**src/rtl/matrix_scanner.sv**
```systemverilog
`default_nettype none
// ============================================================================
// Module      : matrix_scanner
// Description : Row-multiplexed LED matrix scanner. Snapshots the framebuffer
//               at the start of each frame, shifts one row of column data out
//               serially (MSB first), latches it into the column drivers and
//               then lights that row for a fixed dwell time.
// Revision    : 1.0 - initial release
// ============================================================================
module matrix_scanner #(
   parameter int ROWS    = 8,
   parameter int COLS    = 16,
   parameter int CLK_DIV = 2,
   parameter int DWELL   = 1000
) (
   input  logic                 clk,
   input  logic                 rst_n,
   input  logic [ROWS*COLS-1:0] frame,
   input  logic                 enable,
   output logic                 sclk,
   output logic                 sdata,
   output logic                 latch,
   output logic [ROWS-1:0]      row_sel,
   output logic                 blank,
   output logic                 frame_start
);

   localparam int ROW_W = (ROWS > 1)      ? $clog2(ROWS)      : 1;
   localparam int BIT_W = (COLS > 1)      ? $clog2(COLS)      : 1;
   localparam int DIV_W = (CLK_DIV > 1)   ? $clog2(CLK_DIV)   : 1;
   localparam int DWL_W = (DWELL > 1)     ? $clog2(DWELL)     : 1;
   localparam int IDX_W = (ROWS*COLS > 1) ? $clog2(ROWS*COLS) : 1;

   localparam logic [ROW_W-1:0] c_ROW_LAST = ROW_W'(ROWS - 1);
   localparam logic [BIT_W-1:0] c_BIT_LAST = BIT_W'(COLS - 1);
   localparam logic [DIV_W-1:0] c_DIV_LAST = DIV_W'(CLK_DIV - 1);
   localparam logic [DWL_W-1:0] c_DWL_LAST = DWL_W'(DWELL - 1);

   typedef enum logic [2:0] {
      S_IDLE  = 3'd0,
      S_SNAP  = 3'd1,
      S_SHIFT = 3'd2,
      S_LATCH = 3'd3,
      S_DWELL = 3'd4
   } state_t;

   state_t                 r_state;
   state_t                 w_next;
   logic [ROW_W-1:0]       r_row;
   logic [ROWS*COLS-1:0]   r_snap;
   logic [COLS-1:0]        r_shift;
   logic [DIV_W-1:0]       r_div;
   logic                   r_phase;     // 0 = sclk low half, 1 = sclk high half
   logic [BIT_W-1:0]       r_bit;
   logic [DWL_W-1:0]       r_dwell;

   logic                   w_row_zero;
   logic                   w_div_last;
   logic                   w_shift_done;
   logic                   w_dwell_last;
   logic [ROWS*COLS-1:0]   w_src;
   logic [IDX_W-1:0]       w_base;
   logic [COLS-1:0]        w_row_bits;

   assign w_row_zero   = (r_row == '0);
   assign w_div_last   = (r_div == c_DIV_LAST);
   assign w_shift_done = w_div_last & r_phase & (r_bit == c_BIT_LAST);
   assign w_dwell_last = (r_dwell == c_DWL_LAST);

   // Row 0 loads straight from the live framebuffer because the snapshot
   // register is only updated at the end of that same SNAP cycle.
   assign w_src      = w_row_zero ? frame : r_snap;
   assign w_base     = IDX_W'(r_row) * IDX_W'(COLS);
   assign w_row_bits = w_src[w_base +: COLS];

   // State register
   always_ff @(posedge clk or negedge rst_n) begin
      if (!rst_n) r_state <= S_IDLE;
      else        r_state <= w_next;
   end

   // Datapath: snapshot, shift register, bit timing and row/dwell counters
   always_ff @(posedge clk or negedge rst_n) begin
      if (!rst_n) begin
         r_row   <= '0;
         r_snap  <= '1;
         r_shift <= '0;
         r_div   <= '0;
         r_phase <= 1'b0;
         r_bit   <= '0;
         r_dwell <= '0;
      end else begin
         case (r_state)
            S_IDLE: begin
               r_row <= '0;
            end
            S_SNAP: begin
               if (w_row_zero) r_snap <= frame;
               r_shift <= ~w_row_bits;          // framebuffer 0 = lit, driver 1 = on
               r_div   <= '0;
               r_phase <= 1'b0;
               r_bit   <= '0;
            end
            S_SHIFT: begin
               if (w_div_last) begin
                  r_div   <= '0;
                  r_phase <= ~r_phase;
                  if (r_phase) begin
                     // Advance to the next column only after the high half,
                     // so sdata holds for the whole bit period.
                     r_shift <= r_shift << 1;
                     r_bit   <= r_bit + BIT_W'(1);
                  end
               end else begin
                  r_div <= r_div + DIV_W'(1);
               end
            end
            S_LATCH: begin
               r_dwell <= '0;
            end
            S_DWELL: begin
               r_dwell <= r_dwell + DWL_W'(1);
               if (w_dwell_last)
                  r_row <= (r_row == c_ROW_LAST) ? '0 : r_row + ROW_W'(1);
            end
            default: ;
         endcase
      end
   end

   // Next-state and Moore output decode
   always_comb begin
      w_next      = r_state;
      sclk        = 1'b0;
      sdata       = 1'b0;
      latch       = 1'b0;
      row_sel     = '0;
      blank       = 1'b1;
      frame_start = 1'b0;
      case (r_state)
         S_IDLE: begin
            if (enable) w_next = S_SNAP;
         end
         S_SNAP: begin
            frame_start = w_row_zero;
            w_next      = S_SHIFT;
         end
         S_SHIFT: begin
            sclk  = r_phase;
            sdata = r_shift[COLS-1];
            if (w_shift_done) w_next = S_LATCH;
         end
         S_LATCH: begin
            latch  = 1'b1;
            w_next = S_DWELL;
         end
         S_DWELL: begin
            blank   = 1'b0;
            row_sel = ROWS'(1) << r_row;
            if (w_dwell_last) w_next = enable ? S_SNAP : S_IDLE;
         end
         default: begin
            w_next = S_IDLE;
         end
      endcase
   end

endmodule
`default_nettype wire
```
**config.mk**
```make
export PLATFORM = sky130hd
export DESIGN_NAME = matrix_scanner
export DESIGN_NICKNAME = d
export VERILOG_FILES = /design/src/rtl/matrix_scanner.sv
export SDC_FILE = /design/constraint.sdc
export NUM_CORES = 1
export LEC_CHECK = 0
export BUFFER_PORTS_ARGS = -buffer_cell sky130_fd_sc_hd__buf_2
export CORE_MARGIN = 3
export CORE_UTILIZATION = 30
export DETAILED_ROUTE_END_ITERATION = 6
export GPL_TIMING_DRIVEN = 0
export SLEW_MARGIN = 10
export SYNTH_ARGS = -nofsm -noshare
export SYNTH_HDL_FRONTEND = slang
export SYNTH_SLANG_ARGS = --single-unit
```
**constraint.sdc**
```tcl
create_clock -name clk -period 3.95 [get_ports clk]
set_input_delay 0.1975 -clock clk [delete_from_list [all_inputs] [get_ports clk]]
set_output_delay 0.1975 -clock clk [all_outputs]
set_load 0.005 [all_outputs]
```
==> results of run 1 <==
state kept, by name, indices dropped and copies added, names as in the netlist:
signal   flops
r_div        1
r_bit        4
r_dwell     10
r_shift     16
r_row        3
r_state      3
r_phase      1
r_snap     128
repair_timing:
action | 4_1_cts | 5_1_grt
endpoints found under the setup margin | 0 | 0
endpoints found under the hold margin | 128 | 0
buffers inserted | 0 | 0
hold buffers | 128 | 0
per-stage QoR:
step / setup TNS (ns) / cell area, um^2 / worst slack, ns
after global placement: -0.0868 / 9670 / -0.0100
after floorplan: 0 / 8480 / 1.72
after detailed placement: 0 / 9700 / 1.08
after CTS: 0 / 11600 / 0.723
final: 0 / 11600 / 0.723
after global routing: 0 / 11600 / 0.564
cells by family (layout without fill, tap and decap cells):
family	after synthesis	in the layout	share of synthesized area (%)
and+or+nand+nor	504	504	24.4
xor gates and xnor gates	3	3	0.310
muxes	85	85	12.4
adders and majority gates	8	8	1.18
DFF	166	166	50.8
buffers and inverters	63	366	4.20
AOI/OAI and AO/OA	75	75	6.68
worst paths after layout:
| kind | to | slack [ns] | depth (start not counted) |
|---|---|---|---|
| hold reg to reg | r_snap[98] | 0.46 | 2 |
| hold / removal | r_snap[44] | -0.002 | 1 |
| setup / recovery | frame_start | 0.72 | 9 |
| setup reg to reg | r_shift[12] | 1.02 | 10 |
| min in group clk | r_state[0] | 0.12 | 4 |
| max in group asynchronous | r_snap[109] | 3.36 | 2 |
routing by layer:
metal,global-route usage (%),share of wire [%],vias to the layer above
li1,-,-,3601
met1,24.3,46,3562
met2,29.6,47,203
met3,3.19,4.0,41
met4,6.50,2.9,0
met5,0,0,-
cell usage in the layout, fill, tap and decap left out, types with 2 or more instances in the layout:
cell,count
inv_6,4
mux2i_1,68
dfrtp_1,38
a21oi_1,4
inv_2,2
a221o_1,14
o21ai_0,14
clkbuf_16,17
buf_6,6
and3_1,23
buf_4,5
nor3_1,16
inv_8,2
dlygate4sd3_1,128
nor2_1,12
buf_2,176
o22ai_1,21
o211ai_1,2
nand2_1,423
nand4_1,4
o31ai_1,3
inv_1,5
ha_1,8
a22o_1,3
a31oi_1,3
o22ai_2,8
nand3b_1,4
dfstp_2,128
clkbuf_1,9
mux4_2,16
and2_1,4
nor3b_1,2
xor2_1,3
nand3_1,6
clkinvlp_4,4
worst max-delay path, delay by kind of cell, from the launching register on:
family / cells / cell delay [ns]
buffers and inverters: 7 / 1.69
flip-flops: 1 / 0.40
adder cells (fa/ha/maj): 1 / 0.36
AND/OR/NAND/NOR: 1 / 0.13
power groups by stage:
stage / combinational (mW) / clock, mW / sequential, mW
floorplan: 1.43 / 0 / 3.21
global placement: 1.97 / 0 / 3.31
global route: 2.42 / 1.75 / 3.42
detailed placement: 2.03 / 0 / 3.33
CTS: 2.13 / 1.68 / 3.31
finish: 2.11 / 1.64 / 3.32
cell type report:
type / count / share of cell area [%]
flip-flops and latches: 166 / 37.3
multi-input cells: 675 / 33.0
repair buffers: 272 / 17.6
well taps: 372 / 4.03
clock buffers: 17 / 3.68
plain buffers: 55 / 2.71
clock inverters: 14 / 1.26
inverters: 8 / 0.379
==> summary.md, run 1 <==
| Metric | Value |
|---|---|
| PwrDens | `612 mW/mm^2` |
| CTS max path bufs | `2` |
| Initial antenna violation count | `0` |
| Post-Route WL | `27000 um` |
| Cts bufs inserted | `17` |
| CP dominant cell by count | `buf_2` |
| Nets | `1334` |
| Initial drt markers | `548` |
| Synth top area share | `39.6%` |
| Failing checks | `hold timing` |
| Global Route Usage Sum | `18.1%` |
| Status | `finished with violations` |
| Mapped Avg Cell Area | `9.39 um^2` |
| Worst EP arrival | `3.03 ns` |
| Drt pass-1 iters | `6` |
| Critical path type | `reg -> out` |
| Synth Cell Area | `0.00848 mm^2` |
| Core area | `0.0274 mm^2` |
| Grt total ovfl | `0` |
| Nature of the critical path startpoint | `register` |
| I/O Buffers | `143` |
| Cell variety after synth | `46` |
| Sw power | `2.44 mW` |
| Per-cell routed wire length | `17.1 um` |
| Initial Util | `31.0%` |
| Row cnt | `60` |
| Area growth syn-to-layout | `36.2%` |
| VDD IR max | `0.312 mV` |
| Layout cells sized above 1 | `31.4%` |
| Slowest CP cell | `clkbuf_1` |
| Fin util | `42.2%` |
| Detailed Place HPWL | `19100 um` |
| Post-synth EDFFs | `0` |
| Via count | `7407` |
| Slew headroom | `61.5%` |
| Clock Sinks | `166` |
| Synth warn | `0` |
| Sw Share | `34.4%` |
| CP endpoint kind | `primary output` |
| Reg2Reg Launch Point | `r_row[1]` |
| Cell internal pwr | `4.64 mW` |
| # fillers | `2674` |
| Slew Viols, Final | `0` |
| Crit-path cells | `buf_2 > inv_1 > buf_2 > ha_1 > buf_6 > nand3_1 > inv_2 > clkbuf_1 > buf_2` |
| Combinational power share | `29.8%` |
| Slew @ Worst Pin | `0.578 ns` |
| Wire length of the first global-routing pass | `42900 um` |
| Clock Skew | `0.0114 ns` |
| Final hold violations | `1` |
| Total power | `7.08 mW` |
| Minimum clock period | `3.23 ns` |
| Async set or reset register ratio after synthesis | `100%` |
| Clock power share | `23.2%` |
| GP Congestion | `0.825` |
| Most common library cells after synthesis | `423 x nand2_1, 128 x dfstp_2, 68 x mux2i_1, 38 x dfrtp_1, 34 x buf_2` |
| P_leak | `5.65 nW` |
| Storage element area | `0.00431 mm^2` |
| Cells after Synth | `904` |
| Top_reg_cell synth | `dfstp_2` |
| Flop pwr share | `46.9%` |
| DP Cell Count | `1420` |
| Largest fanout on the critical path | `11` |
| Multi-input logic area | `0.00381 mm^2` |
| Part of the cycle the worst path needs | `81.7%` |
| # DRC | `0` |
| F_max | `310 MHz` |
| Crit path from | `r_row[1]` |
| Final cell count without fillers | `1579` |
| Antenna Nets Post-Route | `0` |
| Clk root buf | `clkbuf_16` |
| Ant diodes | `0` |
| Post-CTS Resized | `0` |
| Worst Path Required | `3.75 ns` |
| Largest net degree at the start of global routing | `112` |
| Clock transition at path regs | `0.07 ns` |
| Leading area contributor after synthesis | `dfstp_2` |
| Die area | `0.0303 mm^2` |
| Most common cell in the netlist | `nand2_1` |
| RSZ-0062 raised after global routing | `no` |
| Setup violators final | `0` |
| Die width | `174 um` |
| Worst hold path type | `in -> async` |
| #FFs+latches synth | `166` |
| Die Y | `174 um` |
| Hold_ws | `-0.00153 ns` |
| CTS tree | `done` |
| Biggest cell delay along the critical path | `0.44 ns` |
| Mapped Nets | `1043` |
| Max_cap viols | `0` |
| IO Pins | `144` |
| Mean number of vias per cell | `4.69` |
| Vias in the first global route | `7757` |
| Max H-tree Level | `4` |
| Skew-Pair Late Insertion Delay | `0.43 ns` |
| Register area share after synthesis | `50.8%` |
| Synth area leaders | `dfstp_2 40%, nand2_1 19%, dfrtp_1 11%` |
Power figures use the tool's default switching activity.
==> run 2: changes to the inputs <==
clock period = 3 ns   (was 3.95 ns; I/O delays follow)
==> run 2 against run 1 <==
The flow now finishes without violations. Combinational power is 32% higher. Sequential share of layout area about the same. Non-clock buffer count unchanged. Hold slack gained 0.070 ns. Worst setup slack lost 0.52 ns. Flip-flop and latch count stayed put. Global-route usage hardly changed. Critical endpoint is now row_sel[4]. Largest cell class unchanged. Highest routed layer unchanged.
==> summary.md, run 2 (synthesis results as in run 1) <==
| Metric | Value |
|---|---|
| Status | `finished clean` |
| Cts bufs inserted | `17` |
| Worst hold path type | `in -> reg` |
| Final cell count without fillers | `1579` |
| Wire length of the first global-routing pass | `42900 um` |
| Clock Skew | `0.0120 ns` |
| P_leak | `5.66 nW` |
| DP Cell Count | `1420` |
| Commonest cells after routing, fill and taps aside | `423 x nand2_1, 175 x buf_2, 129 x dlygate4sd3_1` |
| Layout cells sized above 1 | `31.5%` |
| Global Route Usage Sum | `18.1%` |
| R2r worst-path depth | `10` |
| Hold path depth | `4` |
| VDD IR max | `0.411 mV` |
| Die Y | `174 um` |
| CTS tree | `done` |
| IO Pins | `144` |
| # DRC | `0` |
| Ant diodes | `0` |
| Mean number of vias per cell | `4.71` |
| CTS max path bufs | `2` |
| Area growth syn-to-layout | `36.3%` |
| Vias in the first global route | `7750` |
| Clk root buf | `clkbuf_16` |
| Detailed Place HPWL | `19100 um` |
| Hold_ws | `0.0687 ns` |
| Row cnt | `60` |
| PwrDens | `806 mW/mm^2` |
| # fillers | `2673` |
| Biggest cell delay along the critical path | `0.40 ns` |
| Drt pass-1 iters | `5` |
| Slew headroom | `61.3%` |
| Initial Util | `31.0%` |
| Largest fanout on the critical path | `11` |
| Minimum clock period | `2.80 ns` |
| Per-cell routed wire length | `17.2 um` |
| Grt total ovfl | `0` |
| CP dominant cell by count | `buf_2` |
| Largest net degree at the start of global routing | `112` |
| Core area | `0.0274 mm^2` |
| Die area | `0.0303 mm^2` |
| Part of the cycle the worst path needs | `93.3%` |
| Total power | `9.33 mW` |
| Largest register FFs | `128` |
| Clock Sinks | `166` |
| Crit-path leading delay family | `buffers and inverters` |
| Final hold violations | `0` |
| Initial drt markers | `552` |
| Nets | `1334` |
| Worst Path Required | `2.85 ns` |
| Slowest CP cell | `dfrtp_1` |
| Worst EP arrival | `2.65 ns` |
| I/O Buffers | `143` |
| Initial antenna violation count | `0` |
| Antenna Nets Post-Route | `0` |
| Setup violators final | `0` |
| Buf+Inv Stages, Crit Path | `6` |
| Post-Route WL | `27100 um` |
| Commonest non-fill, non-tap cell in the layout | `nand2_1` |
| Critical path type | `reg -> out` |
| F_max | `357 MHz` |
| Max H-tree Level | `4` |
| Crit path depth | `8` |
| Crit-path cells | `buf_2 > inv_1 > clkbuf_4 > ha_2 > buf_6 > buf_4 > and3_1 > buf_2` |
| Biggest registers after layout | `r_snap (128), r_shift (16), r_dwell (10)` |
| Via count | `7431` |
| Nature of the critical path startpoint | `register` |
| RSZ-0062 raised after global routing | `no` |
| Die width | `174 um` |
| Slew Viols, Final | `0` |
| # Post-CTS Setup Buffers | `0` |
| CP endpoint kind | `primary output` |
| Slew @ Worst Pin | `0.581 ns` |
| GP Congestion | `0.825` |
| Setup_tns | `0 ns` |
| Skew-Pair Late Insertion Delay | `0.44 ns` |
| Clock transition at path regs | `0.07 ns` |
| Top reg by flops | `r_snap` |
| Max_cap viols | `0` |
run 2: final timing paths:
check | from | to | slack, ns
max in group asynchronous | rst_n | r_snap[109] | 1.84
min | enable | r_state[0] | 0.07
min in group asynchronous | rst_n | r_snap[44] | 0.55
max | r_row[1] | row_sel[4] | 0.20
max reg2reg | r_row[1] | r_shift[12] | 0.21
min reg2reg | r_snap[49] | r_snap[49] | 0.46
run 2: through the flow:
stage	instance area, um^2	setup WS (ns)	util (%)
after global placement	9670	-0.913	35.3
final	11600	0.201	42.2
after global routing	11600	0.00335	42.2
after detailed placement	9700	0.134	35.4
after CTS	11600	0.0807	42.2
after floorplan	8480	0.772	-
run 2: routing by layer:
metal,global-route usage (%),up-vias,wire [um]
li1,-,3607,-
met1,24.4,3565,12400
met2,29.7,214,12700
met3,3.08,45,1260
met4,6.23,0,712
met5,0,-,0
run 2: cell type report:
type / instances / area [um^2] / area share, %
multi-input combinational: 675 / 3820 / 33.0
clock buffer: 17 / 425 / 3.68
tap: 372 / 465 / 4.02
timing repair buffer: 273 / 2040 / 17.7
sequential: 166 / 4310 / 37.3
clock inverter: 14 / 145 / 1.25
buffer: 54 / 312 / 2.69
inverter: 8 / 43.8 / 0.379
run 2: repair_timing:
action	CTS	global route
setup endpoints to repair	1	101
hold buffers	129	0
resized for setup	0	2
hold endpoints to repair	183	0
run 2: worst min-delay path, stage by stage:
cell,delay [ns]
buf_2,0.10
nand2_1,0.04
o21ai_0,0.05
and2_1,0.12
run 2: report_power, final:
group,internal (mW),switching (mW),leakage (nW),total [mW]
clock,1.17,1.00,0.270,2.17
combinational,1.11,1.67,3.55,2.78
sequential,3.83,0.543,1.84,4.38
total,6.11,3.22,5.66,9.33
==> run 3: changes to the inputs <==
BUFFER_PORTS_ARGS = not set   (was -buffer_cell sky130_fd_sc_hd__buf_2)
DONT_BUFFER_PORTS = 1   (was not set)
GPL_ROUTABILITY_DRIVEN = 0   (was not set)
MAX_ROUTING_LAYER = met4   (was not set)
==> run 3 against run 2 <==
The flow now finishes with violations (hold timing). Maximum frequency fell by 2.6%. Die area did not move. Sequential power barely moved. Final cell count fell by 9.0%. Via count fell by 4.8%. First-iteration DRC count rose by 1.3%. Critical path depth rose by 2. Utilization fell by 2.6 points. Clock power rose by 2%. Combinational power fell by 5%. Count of clock-buffer cells in the layout rose by 2. Sequential share of layout area rose by 2.5 points. Largest cell class unchanged. Highest routed layer unchanged.
==> summary.md, run 3 (synthesis results as in run 1) <==
| Metric | Value |
|---|---|
| Status | `finished with violations` |
| Failing checks | `hold timing` |
| Largest net degree at the start of global routing | `167` |
| Drt pass-1 iters | `5` |
| P_leak | `5.08 nW` |
| Worst hold path type | `in -> async` |
| Layout cells sized above 1 | `22.4%` |
| Commonest cells after routing, fill and taps aside | `423 x nand2_1, 129 x dlygate4sd3_1, 128 x dfstp_2` |
| Top reg by flops | `r_snap` |
| Clock transition at path regs | `0.07 ns` |
| Post-route cell area | `0.0108 mm^2` |
| Per-cell routed wire length | `19.2 um` |
| Initial antenna violation count | `0` |
| Via count | `7075` |
| Post-Route WL | `27700 um` |
| Clk root buf | `clkbuf_16` |
| Worst Path Required | `3.36 ns` |
| Commonest non-fill, non-tap cell in the layout | `nand2_1` |
| Reg2Reg Launch Point | `r_row[1]` |
| Core area | `0.0274 mm^2` |
| Ant diodes | `0` |
| Hold_ws | `-0.555 ns` |
| Initial Util | `31.0%` |
| CP endpoint kind | `register` |
| Row cnt | `60` |
| Final hold violations | `166` |
| Initial drt markers | `559` |
| PwrDens | `852 mW/mm^2` |
| Worst EP arrival | `3.24 ns` |
| Die area | `0.0303 mm^2` |
| Setup violators final | `0` |
| Minimum clock period | `2.87 ns` |
| Part of the cycle the worst path needs | `95.8%` |
| Biggest cell delay along the critical path | `0.41 ns` |
| Die Y | `174 um` |
| # fillers | `2734` |
| Max H-tree Level | `4` |
| Nets | `1191` |
| Cts bufs inserted | `17` |
| Skew-Pair Late Insertion Delay | `0.44 ns` |
| Clock Sinks | `166` |
| Crit-path cells | `buf_2 > inv_1 > clkbuf_4 > ha_1 > buf_6 > buf_4 > mux2i_1 > o22ai_1 > nor3_1 > a221o_1` |
| # hold bufs at CTS | `129` |
| # DRC | `0` |
| Global Route Usage Sum | `19.1%` |
| Biggest registers after layout | `r_snap (128), r_shift (16), r_dwell (10)` |
| Slowest CP cell | `dfrtp_1` |
| Die width | `174 um` |
| RSZ-0062 raised after global routing | `no` |
| R2R setup slack | `0.13 ns` |
| IO Pins | `144` |
| Grt total ovfl | `0` |
| Area growth syn-to-layout | `27.8%` |
| CTS tree | `done` |
| Largest register FFs | `128` |
| Slew Viols, Final | `0` |
| Critical path type | `reg -> reg` |
| Wire length of the first global-routing pass | `42800 um` |
| Vias in the first global route | `7279` |
| I/O Buffers | `0` |
| Slew headroom | `62.3%` |
| Worst reg2reg endpoint | `r_shift[13]` |
| CTS max path bufs | `2` |
| Slew @ Worst Pin | `0.565 ns` |
| Clock Skew | `0.0156 ns` |
| # Post-CTS Setup Buffers | `0` |
| VDD IR max | `0.410 mV` |
| R2r worst-path depth | `10` |
| Detailed Place HPWL | `18800 um` |
| Antenna Nets Post-Route | `0` |
| F_max | `348 MHz` |
| Largest fanout on the critical path | `11` |
| Setup_tns | `0 ns` |
| Placed cell areas | `0.00895 mm^2` |
| Mean number of vias per cell | `4.92` |
| Nature of the critical path startpoint | `register` |
| Max_cap viols | `0` |
[run 3: cell count changes in the layout (fill, tap and decap cells not counted), sizes merged]
| cell | previous run | this run |
|---|---|---|
| bufinv | 2 | 1 |
| clkbuf | 26 | 29 |
| clkinv | 2 | 4 |
| buf | 189 | 45 |
| clkinvlp | 4 | 2 |
[run 3: what timing repair did]
item                                    4_1_cts  5_1_grt
endpoints found under the setup margin        1        4
hold endpoints to repair                    295      166
resized for setup                             1        3
[run 3: cell type report]
type | instances | area [um^2] | share of cell area (%)
plain buffers | 55 | 317 | 2.92
flip-flops and latches | 166 | 4310 | 39.8
clock buffers | 19 | 453 | 4.18
well taps | 372 | 465 | 4.29
clock inverters | 13 | 136 | 1.26
inverters | 8 | 43.8 | 0.404
multi-input cells | 675 | 3820 | 35.3
repair buffers | 129 | 1290 | 11.9
[run 3: where the power goes]
group | leakage, nW | internal, mW | switching [mW]
Combinational | 2.96 | 1.04 | 1.61
Clock | 0.284 | 1.15 | 1.07
Sequential | 1.84 | 3.83 | 0.536
[run 3: per-layer routing]
metal | track usage (%) | wire (um) | up-vias
met4 | 6.67 | 795 | 0
met5 | - | 0 | -
met3 | 4.46 | 1710 | 42
li1 | - | - | 3317
met1 | 25.3 | 12400 | 3472
met2 | 28.6 | 12700 | 244
[run 3: critical path: cells and delay by family, from the launching register on]
kind            cells  cell delay [ns]
mux                 1             0.25
flops               1             0.41
fa+ha+maj           1             0.33
compound gates      2             0.32
buf+inv             5             1.18
simple gates        1             0.33
[run 3: through the flow]
stage,utilization [%],setup WS (ns),hold slack [ns],cells,total power [mW]
6_report,39.6,0.125,-0.555,1437,9.24
5_1_grt,39.6,0.00666,-0.598,1437,9.90
4_1_cts,39.5,0.0302,-0.601,1437,9.28
3_5_place_dp,32.7,0.0443,-0.138,1276,6.89
3_3_place_gp,32.7,0.0129,-0.139,1276,6.78
2_1_floorplan,-,0.772,-0.146,904,6.12
[run 3: how the worst max path moves through the flow]
stage / start / to
2_1_floorplan: r_row[1] / r_shift[0]
3_5_place_dp: r_row[1] / r_shift[8]
4_1_cts: r_row[1] / r_shift[8]
3_3_place_gp: r_row[1] / r_shift[8]
5_1_grt: r_row[1] / r_shift[13]
6_report: r_row[1] / r_shift[13]
